File: config.mk
export PLATFORM = sky130hd
export DESIGN_NAME = fnd_display_scheduler
export DESIGN_NICKNAME = d
export VERILOG_FILES = /design/src/rtl/fnd_display_scheduler.sv
export SDC_FILE = /design/constraint.sdc
export NUM_CORES = 1
export LEC_CHECK = 0
export ABC_AREA = 0
export CORE_AREA = 2 2 100 102
export DETAILED_ROUTE_END_ITERATION = 10
export DIE_AREA = 0 0 102 104
export PLACE_DENSITY = 0.75
export SYNTH_ARGS = -nofsm -noshare
export SYNTH_HDL_FRONTEND = slang
export SYNTH_SLANG_ARGS = --single-unit
File: constraint.sdc
create_clock -name clk -period 4.75 [get_ports clk]
set_input_delay 1.425 -clock clk [delete_from_list [all_inputs] [get_ports clk]]
set_output_delay 1.425 -clock clk [all_outputs]
set_load 0.05 [all_outputs]
File: src/rtl/fnd_display_scheduler.sv
// Time-shares the 4-digit FND between the watch datapath and the DHT11 result,
// with a timed error screen that pre-empts both when the sensor reports a failure.
module fnd_display_scheduler #(
    parameter int CLK_PER_MS = 100000,
    parameter int ROTATE_MS  = 3000,
    parameter int ERR_MS     = 1000
) (
    input  logic       clk,
    input  logic       rst,
    input  logic       btn_mode,
    input  logic       auto_en,
    input  logic [7:0] w_msec,
    input  logic [7:0] w_sec,
    input  logic [7:0] w_min,
    input  logic [7:0] w_hour,
    input  logic       w_sw,
    input  logic [7:0] dht_hum,
    input  logic [7:0] dht_temp,
    input  logic       dht_valid,
    input  logic       dht_err,
    output logic [7:0] msec,
    output logic [7:0] sec,
    output logic [7:0] min,
    output logic [7:0] hour,
    output logic       sw,
    output logic [1:0] mode
);

    localparam int TW = (CLK_PER_MS > 1) ? $clog2(CLK_PER_MS) : 1;
    localparam int DW = (ROTATE_MS  > 1) ? $clog2(ROTATE_MS)  : 1;
    localparam int EW = (ERR_MS     > 1) ? $clog2(ERR_MS)     : 1;

    localparam logic [TW-1:0] TICK_LAST   = TW'(CLK_PER_MS - 1);
    localparam logic [DW-1:0] DWELL_LAST  = DW'(ROTATE_MS - 1);
    localparam logic [EW-1:0] ERR_LAST    = EW'(ERR_MS - 1);

    typedef enum logic [1:0] {
        ST_WATCH = 2'b00,
        ST_DHT   = 2'b01,
        ST_ERR   = 2'b10
    } state_t;

    state_t          state;
    state_t          ret_state;
    state_t          other_state;
    logic [TW-1:0]   tick_cnt;
    logic [DW-1:0]   dwell;
    logic [EW-1:0]   err_timer;
    logic [7:0]      hum;
    logic [7:0]      temp;
    logic            tick;

    always_comb begin
        tick        = (tick_cnt == TICK_LAST);
        other_state = (state == ST_WATCH) ? ST_DHT : ST_WATCH;
    end

    always_ff @(posedge clk or posedge rst) begin
        if (rst) begin
            state     <= ST_WATCH;
            ret_state <= ST_WATCH;
            tick_cnt  <= '0;
            dwell     <= '0;
            err_timer <= '0;
            hum       <= '0;
            temp      <= '0;
            msec      <= '0;
            sec       <= '0;
            min       <= '0;
            hour      <= '0;
            sw        <= 1'b0;
            mode      <= ST_WATCH;
        end else begin
            tick_cnt <= tick ? '0 : tick_cnt + 1'b1;

            if (dht_valid && !dht_err) begin
                hum  <= (dht_hum  > 8'd99) ? 8'd99 : dht_hum;
                temp <= (dht_temp > 8'd99) ? 8'd99 : dht_temp;
            end

            // Outputs follow the pre-update state so the display lags by one clk.
            mode <= state;
            unique case (state)
                ST_DHT: begin
                    sec  <= hum;
                    msec <= temp;
                    min  <= '0;
                    hour <= '0;
                    sw   <= 1'b0;
                end
                ST_ERR: begin
                    sec  <= 8'd99;
                    msec <= 8'd99;
                    min  <= 8'd99;
                    hour <= 8'd99;
                    sw   <= 1'b0;
                end
                default: begin
                    sec  <= w_sec;
                    msec <= w_msec;
                    min  <= w_min;
                    hour <= w_hour;
                    sw   <= w_sw;
                end
            endcase

            if (dht_err) begin
                if (state != ST_ERR)
                    ret_state <= state;
                state     <= ST_ERR;
                err_timer <= '0;
                dwell     <= '0;
            end else if (state == ST_ERR) begin
                if (tick) begin
                    if (err_timer == ERR_LAST) begin
                        state     <= ret_state;
                        dwell     <= '0;
                        err_timer <= '0;
                    end else begin
                        err_timer <= err_timer + 1'b1;
                    end
                end
            end else if (btn_mode) begin
                state <= other_state;
                dwell <= '0;
            end else if (auto_en && tick) begin
                if (dwell == DWELL_LAST) begin
                    state <= other_state;
                    dwell <= '0;
                end else begin
                    dwell <= dwell + 1'b1;
                end
            end
        end
    end

endmodule

* After elaboration in Yosys (flattened, before gate mapping)
Cells that the tools add are included.
** Word-level totals
- RAM bits :: 0
- Register bits after elaboration :: 94
- Output and inout port bits :: 35
- ROM bits :: 0
- Bits in latches :: 0
- Memories kept :: 0
** Cells by class
- Shift-type cells :: 0
- $lt $le $gt $ge :: 2
- Multiplexer cells :: 27
- Div/mod/pow operators :: 0
- $add $sub $neg :: 3
- Multipliers :: 0
- Bitwise operators :: 0
- Equality and inequality tests :: 8
- Reduce and logical (&&, ||, !) cells :: 13
** Operator list (count)
- 2-to-1 mux 12 bit :: 7
- case mux 8 bit (2 select lines) :: 4
- 2-to-1 mux 10 bit :: 4
- adder 17 x 1 -> 17 bit, second input constant :: 1
- equality test 17 bit, second input constant :: 1
- 2-to-1 mux 17 bit :: 1
- > comparator 8 x 7 -> 1 bit, second input constant :: 2
- 2-to-1 mux 8 bit :: 2
- 2-to-1 mux 2 bit :: 7
- adder 12 x 1 -> 12 bit, second input constant :: 1
- equality test 12 bit, second input constant :: 1
- adder 10 x 1 -> 10 bit, second input constant :: 1
- equality test 10 bit, second input constant :: 1
- nonzero test 4 bit :: 2
- AND reduction 2 bit :: 2
- AND reduction 4 bit :: 1
- nonzero test 2 bit :: 2
- != test 3 x 2 -> 1 bit, second input constant :: 1
- != test 3 bit, second input constant :: 1
- AND reduction 3 bit :: 1
- equality test 2 x 1 -> 1 bit, second input constant :: 1
- equality test 2 bit, second input constant :: 1
- logical AND 1 bit :: 2
- zero test 2 bit :: 1
- other kinds (4) :: 5

* Logic depth before layout (Yosys ltp)
Gate-level depths: netlist of the first run.
- Depth after elaboration :: 7
- Gate-level depth with buffers :: 8

* Worst setup path before layout of the first run
Ideal clock, no wire load.
- Path kind :: input -> register
- Start point :: input dht_err
- End point :: register dwell[9]
- Setup slack :: 1.953 ns
- Arrival :: 2.715 ns
- Stages on the path :: 6
- Cell sequence :: or3_1 a31oi_1 nor4b_2 buf_2 a41oi_1 a31oi_1
** On the way
- Word-level cells in the longest chain between the ends :: 2
- Elaborated cells between the ends (all ways) :: 5
- Those cells by class :: 2 x eq/ne; 1 x mux; 2 x reduce/logical
** Ends and longest elaborated chain
- start: declaration :: line 20 : input logic dht_err,
- != test 3 x 2 -> 1 bit (no line), or another cell as far along
- AND reduction 3 bit (no line)
- end signal: assignment :: line 131 : dwell <= dwell + 1'b1;
- end: declaration :: line 47 : logic [DW-1:0] dwell;
Parallel ways exist; a longest one is shown, timed or not.
A chain may end at the register's enable or synchronous reset.

* Worst setup path in the final report of the first run
- Start point :: input dht_err
- End point :: register dwell[10]
The elaborated chain is that of the path after synthesis.

==> results.py, run 1 <==
metrics = {
    "place": {
        "dp_slack_ps": 943.1,
        "hpwl_mm": 6.523,
        "postPlaceCellArea_um2": 5250,
        "gp_congestion": 0.8503,
        "io_buffers": 89,
        "post-place-cells": 635,
    },
    "synthesis": {
        "synth_top_area_share_pct": 55.70,
        "yosysSeqAreaShare_pct": 55.70,
        "synth_ff_type": "dfrtp_1",
        "yosys.area.top_type": "dfrtp_1",
        "synth_top_cells_by_area": "dfrtp_1 (56%), nand3_1 (4.3%), a21oi_1 (4.1%)",
        "yosysMostFrequentCell": "dfrtp_1",
        "syn_inst": 425,
        "synth_cell_types": 45,
        "synthTopCellsByCount": "dfrtp_1 (94), nand2_1 (39), nand3_1 (36)",
        "syn-cell-area_um2": 4223,
        "synth_nets": 486,
        "yosysWarnings": 0,
        "ys_ff_latch": 94,
        "async_flop_share_pct": 100.0,
        "synth_edf_count": 0,
        "avgSynthCellArea_um2": 9.936,
    },
    "sta": {
        "timing.final.crit_share_pct": 73.32,
        "setup_viol": 0,
        "clock_skew_ps": 12.65,
        "finalWorstSetupSlack_ps": 1267,
        "layout_min_cycle_time_ps": 3483,
        "clock.fmax_ghz": 0.2871,
        "worst_slew_pin_slew_ps": 956.3,
        "rsz0062_at_grt": "no",
        "relSlewSlack_pct": 36.08,
        "hold_viol": 0,
        "setup-tns-final_ps": 0,
        "slew_violations": 0,
    },
    "hold_path": {
        "hold_path_class": "reg2reg",
    },
    "grt": {
        "grt_pass1_vias": 3302,
        "grt_pass1_wl_mm": 15.77,
        "grt_start_max_net_pins": 51,
        "grt_usage_pct": 18.54,
        "antenna_found_initial": 0,
        "overflow": 0,
    },
    "setup_path": {
        "rr_startpoint": "state[0]",
        "cp-endpoint": "dwell[10]",
        "arrival_ps": 3760,
        "crit_fanout": 15,
        "startpoint": "dht_err",
        "slowest_delay_ps": 800,
        "worstReg2RegEnd": "dwell[10]",
        "critPathRequiredTime_ps": 5030,
        "reg2regPathDepth": 7,
        "cp_slowest_cell": "nor4b_2",
        "cp_common_cell": "a31oi_1",
        "startpoint_type": "input port",
        "crit_family": "simple AND/OR/NAND/NOR gates",
        "path_cells": "clkdlybuf4s50_1 -> buf_4 -> or3_1 -> a31oi_1 -> nor4b_2 -> a41oi_1 -> a31oi_1",
        "crit_buf_inv": 2,
        "worstSetupPathDepth": 7,
        "cp-end-kind": "flop",
        "critPathKind": "in2reg",
        "r2r_slack_ps": 1780,
    },
    "cells_and_area": {
        "nFillCells": 845,
        "syn2layout_area_growth_pct": 28.77,
        "diodes": 0,
        "drive_gt1_share_pct": 6.178,
        "nets": 574,
        "seq_area_um2": 2352,
        "multi_input_area_um2": 1707,
        "final_cells": 651,
        "fin_area_um2": 5438,
    },
    "clocking": {
        "clk_pin_slew_ps": 90,
        "htreeDepth": 3,
        "cts_buffers": 9,
        "post_cts_buffers": 0,
        "cts_tree": "yes",
        "holdBufCountCts": 0,
        "cts_sinks": 94,
        "cts-root-buf": "clkbuf_8",
        "cts.repair.resized": 0,
        "insertion_delay_ps": 370,
        "clockBufferDepth": 2,
    },
    "floorplan": {
        "ios": 90,
        "num_rows": 36,
        "die_h_um": 104,
        "initial_core_util_pct": 44.22,
        "dieWidth_um": 102,
        "dieArea_um2": 10610,
        "coreArea_um2": 9549,
    },
    "route": {
        "post_drt_wl_per_cell_um": 14.07,
        "antenna_left": 0,
        "viasPerCell": 5.215,
        "dr.first_iter.drc_count": 154,
        "wl_mm": 9.162,
        "dr.pass1.iters": 4,
        "vias": 3395,
        "route.detailed.drc": 0,
    },
    "run": {
        "maxCapViolCount": 0,
    },
    "pwr": {
        "peakVddDrop_uv": 151.4,
        "p_leak_nw": 2.350,
        "power_density_nw_per_um2": 264.5,
    },
    "outcome": {
        "status": "finished, final reports clean",
    },
}
-- through the flow --
step                      hold WS [ps]  total power, mW  util [%]
after floorplan                  392.6           0.8854         -
after global placement           422.6           0.9461     54.98
after detailed placement         427.9           0.9480     54.98
after CTS                        449.4            1.454     56.94
after global routing             456.8            1.507     56.94
final                            454.5            1.438     56.94
-- cell type report --
type | count | area share (%)
Sequential cell | 94 | 43.26
Multi-Input combinational cell | 291 | 31.39
Timing Repair Buffer | 93 | 17.17
Tap cell | 133 | 3.060
Clock buffer | 9 | 2.278
Inverter | 24 | 1.680
Clock inverter | 7 | 1.173
-- how the worst min path moves through the flow --
| stage | startpoint | endpoint | slack [ps] | depth (start not counted) |
|---|---|---|---|---|
| global placement | state[1] | mode[1] | 420 | 0 |
| finish | state[1] | mode[1] | 450 | 0 |
| detailed placement | state[1] | mode[1] | 430 | 0 |
| floorplan | state[1] | mode[1] | 390 | 0 |
| global route | state[1] | mode[1] | 460 | 0 |
| CTS | state[1] | mode[1] | 450 | 0 |
-- cell usage in the layout, fill, tap and decap left out, types with 4 or more instances in the layout --
| cell type | synthesis | layout |
|---|---|---|
| dfrtp_1 | 94 | 94 |
| clkdlybuf4s50_1 | 0 | 89 |
| nand2_1 | 39 | 39 |
| nand3_1 | 36 | 36 |
| a21oi_1 | 35 | 35 |
| nor2_1 | 34 | 34 |
| o21ai_0 | 28 | 28 |
| inv_1 | 24 | 23 |
| a31oi_1 | 15 | 15 |
| nor2b_1 | 14 | 14 |
| and3_1 | 11 | 11 |
| xnor2_1 | 11 | 11 |
| clkbuf_8 | 0 | 9 |
| or3_1 | 7 | 7 |
| xor2_1 | 7 | 7 |
| ha_1 | 6 | 6 |
| and2_1 | 5 | 5 |
| nand4_1 | 4 | 4 |
| nor3_1 | 4 | 4 |
-- flip-flops by register name, summed over array words and instances (netlist names) --
| signal | count |
|---|---|
| tick_cnt | 17 |
| msec | 8 |
| state | 2 |
| ret_state | 2 |
| hum | 8 |
| hour | 8 |
| dwell | 12 |
| sw | 1 |
| sec | 8 |
| mode | 2 |
| err_timer | 10 |
| temp | 8 |
| min | 8 |
-- where the power goes --
group / leakage (nW) / internal, mW / switching (mW) / total (mW)
combinational: 1.08 / 0.0570 / 0.0446 / 0.102
clock: 0.0967 / 0.203 / 0.305 / 0.508
sequential: 1.17 / 0.818 / 0.0105 / 0.829
total: 2.35 / 1.08 / 0.360 / 1.44
-- cell families after synthesis --
kind of cell / count (synthesis) / synth area share (%)
AOI/OAI and AO/OA: 86 / 11.38
xor gates and xnor gates: 18 / 3.733
adders and majority gates: 6 / 1.778
buffers and inverters: 40 / 3.882
DFF: 94 / 55.70
muxes: 5 / 1.274
and+or+nand+nor: 176 / 22.25
-- routing by layer --
layer	up-vias	track usage [%]	part of all wire, %
li1	1644	-	-
met1	1655	25.28	46
met2	84	29.04	48
met3	12	4.167	4.4
met4	0	6.571	1.8
met5	-	0	0
Power figures use the tool's default switching activity.
==> run 2, diff against run 1 <==
==> constraint.sdc (replaced) <==
create_clock -name clk -period 3.6 [get_ports clk]
set_input_delay 1.08 -clock clk [delete_from_list [all_inputs] [get_ports clk]]
set_output_delay 1.08 -clock clk [all_outputs]
set_load 0.05 [all_outputs]
==> run 2 against run 1 <==
Against the previous run:
- global-route usage is 0.58 points higher
- utilization increased by 0.47 points
- clock power up 43%
- count of clock-buffer cells in the layout did not move
- clock skew about the same
- first-iteration DRC count down 5.8%
- non-clock buffer count up 4
- hold slack lost 7.6 ps
- sequential power grew 31%
- cell count is 0.61% higher
- register-to-register slack worse by 510 ps
- critical path depth decreased by 6
- largest power group unchanged
==> results.py, run 2 (synthesized netlist as in run 1, its figures left out) <==
metrics = {
    "sta": {
        "clock_skew_ps": 12.71,
        "relSlewSlack_pct": 37.10,
        "clock.fmax_ghz": 0.3790,
        "timing.final.crit_share_pct": 73.30,
        "hold_viol": 0,
        "worst_slew_pin_slew_ps": 943.5,
        "setup_viol": 0,
        "rsz0062_at_grt": "no",
        "slew_violations": 0,
        "setup-tns-final_ps": 0,
        "layout_min_cycle_time_ps": 2639,
    },
    "clocking": {
        "holdBufCountCts": 0,
        "insertion_delay_ps": 370,
        "cts_tree": "yes",
        "cts-root-buf": "clkbuf_8",
        "cts.repair.resized": 0,
        "post_cts_buffers": 0,
        "htreeDepth": 3,
        "cts_sinks": 94,
        "clk_pin_slew_ps": 100,
        "cts_buffers": 9,
        "clockBufferDepth": 2,
    },
    "place": {
        "hpwl_mm": 6.750,
        "post-place-cells": 639,
        "postPlaceCellArea_um2": 5280,
        "gp_congestion": 0.8668,
        "io_buffers": 89,
    },
    "route": {
        "dr.first_iter.drc_count": 145,
        "dr.pass1.iters": 4,
        "viasPerCell": 5.191,
        "wl_mm": 9.477,
        "route.detailed.drc": 0,
        "post_drt_wl_per_cell_um": 14.47,
        "vias": 3400,
        "antenna_left": 0,
    },
    "grt": {
        "antenna_found_initial": 0,
        "grt_pass1_vias": 3350,
        "overflow": 0,
        "grt_usage_pct": 19.11,
        "grt_start_max_net_pins": 46,
        "grt_pass1_wl_mm": 16.19,
    },
    "cells_and_area": {
        "nFillCells": 858,
        "final_cells": 655,
        "layout_common_cells": "dfrtp_1 (94), clkdlybuf4s50_1 (89), nand2_1 (39)",
        "largest_reg_flops": 17,
        "diodes": 0,
        "final_common_cell": "dfrtp_1",
        "drive_gt1_share_pct": 6.897,
        "syn2layout_area_growth_pct": 29.84,
        "largest_register": "tick_cnt",
        "nets": 578,
        "fin_util_pct": 57.42,
        "fin_area_um2": 5483,
        "reg_top3": "tick_cnt: 17 flops, dwell: 12 flops, err_timer: 10 flops",
    },
    "setup_path": {
        "worstSetupPathDepth": 1,
        "startpoint_type": "flop",
        "rr_startpoint": "tick_cnt[0]",
        "worstReg2RegEnd": "dwell[11]",
        "path_cells": "clkdlybuf4s50_1",
        "cp-end-kind": "output port",
        "reg2regPathDepth": 6,
        "startpoint": "mode[1]",
        "critPathKind": "reg2out",
        "critPathRequiredTime_ps": 2520,
        "r2r_slack_ps": 1270,
        "crit_family": "buffers and inverters",
        "slowest_delay_ps": 840,
        "arrival_ps": 1560,
        "crit_fanout": 1,
        "crit_buf_inv": 1,
        "cp_slowest_cell": "clkdlybuf4s50_1",
        "cp-endpoint": "mode[1]",
    },
    "pwr": {
        "power.share.sequential_pct": 55.8,
        "power_density_nw_per_um2": 357.8,
        "p_leak_nw": 2.365,
        "power.share.clock_pct": 37.1,
        "switchingPower_mw": 0.4764,
        "swShare_pct": 24.29,
        "internal-power_mw": 1.485,
        "peakVddDrop_uv": 167.2,
        "combPwrFrac_pct": 7.1,
    },
    "hold_path": {
        "hold_path_class": "reg2reg",
        "hold_path_depth": 0,
    },
    "floorplan": {
        "dieArea_um2": 10610,
        "die_h_um": 104,
        "coreArea_um2": 9549,
        "initial_core_util_pct": 44.22,
        "ios": 90,
        "dieWidth_um": 102,
        "num_rows": 36,
    },
    "outcome": {
        "status": "finished, final reports clean",
    },
    "run": {
        "maxCapViolCount": 0,
    },
}
run 2: how the worst min path moves through the flow:
stage	from	slack, ps	endpoint
2_1_floorplan	state[1]	390	mode[1]
3_3_place_gp	state[0]	420	mode[0]
3_5_place_dp	state[0]	430	mode[0]
4_1_cts	state[0]	440	mode[0]
5_1_grt	state[0]	480	mode[0]
6_report	state[0]	450	mode[0]
run 2: power groups by stage:
stage | Combinational [mW] | Sequential (mW) | Clock (mW)
after floorplan | 0.0576 | 1.11 | 0
after global placement | 0.135 | 1.11 | 0
after detailed placement | 0.141 | 1.11 | 0
after CTS | 0.141 | 1.09 | 0.738
after global routing | 0.154 | 1.10 | 0.777
final | 0.139 | 1.09 | 0.728
run 2: per-stage QoR:
step                power [mW]  hold WS, ps  setup WS (ps)
finish                   1.962        446.9          961.1
floorplan                1.168        392.6          71.33
detailed placement       1.256        426.9          699.0
CTS                      1.973        444.6          951.9
global route             2.029        479.4          924.2
global placement         1.249        415.2          769.7
run 2: layout make-up:
| type | count | area, um2 | area share (%) |
|---|---|---|---|
| multi-input cells | 291 | 1707 | 31.13 |
| repair buffers | 97 | 963.4 | 17.57 |
| inverters | 24 | 91.34 | 1.666 |
| clock inverters | 7 | 78.83 | 1.438 |
| clock buffers | 9 | 123.9 | 2.259 |
| well taps | 133 | 166.4 | 3.035 |
| flip-flops and latches | 94 | 2352 | 42.90 |
run 2: metal layers:
metal  global-route usage, %  vias to the layer above  wire length (um)
met2                   29.84                       76              4601
li1                        -                     1645                 -
met1                   26.49                     1667              4298
met5                       0                        -                 0
met4                   5.905                        0               146
met3                   4.435                       12               431
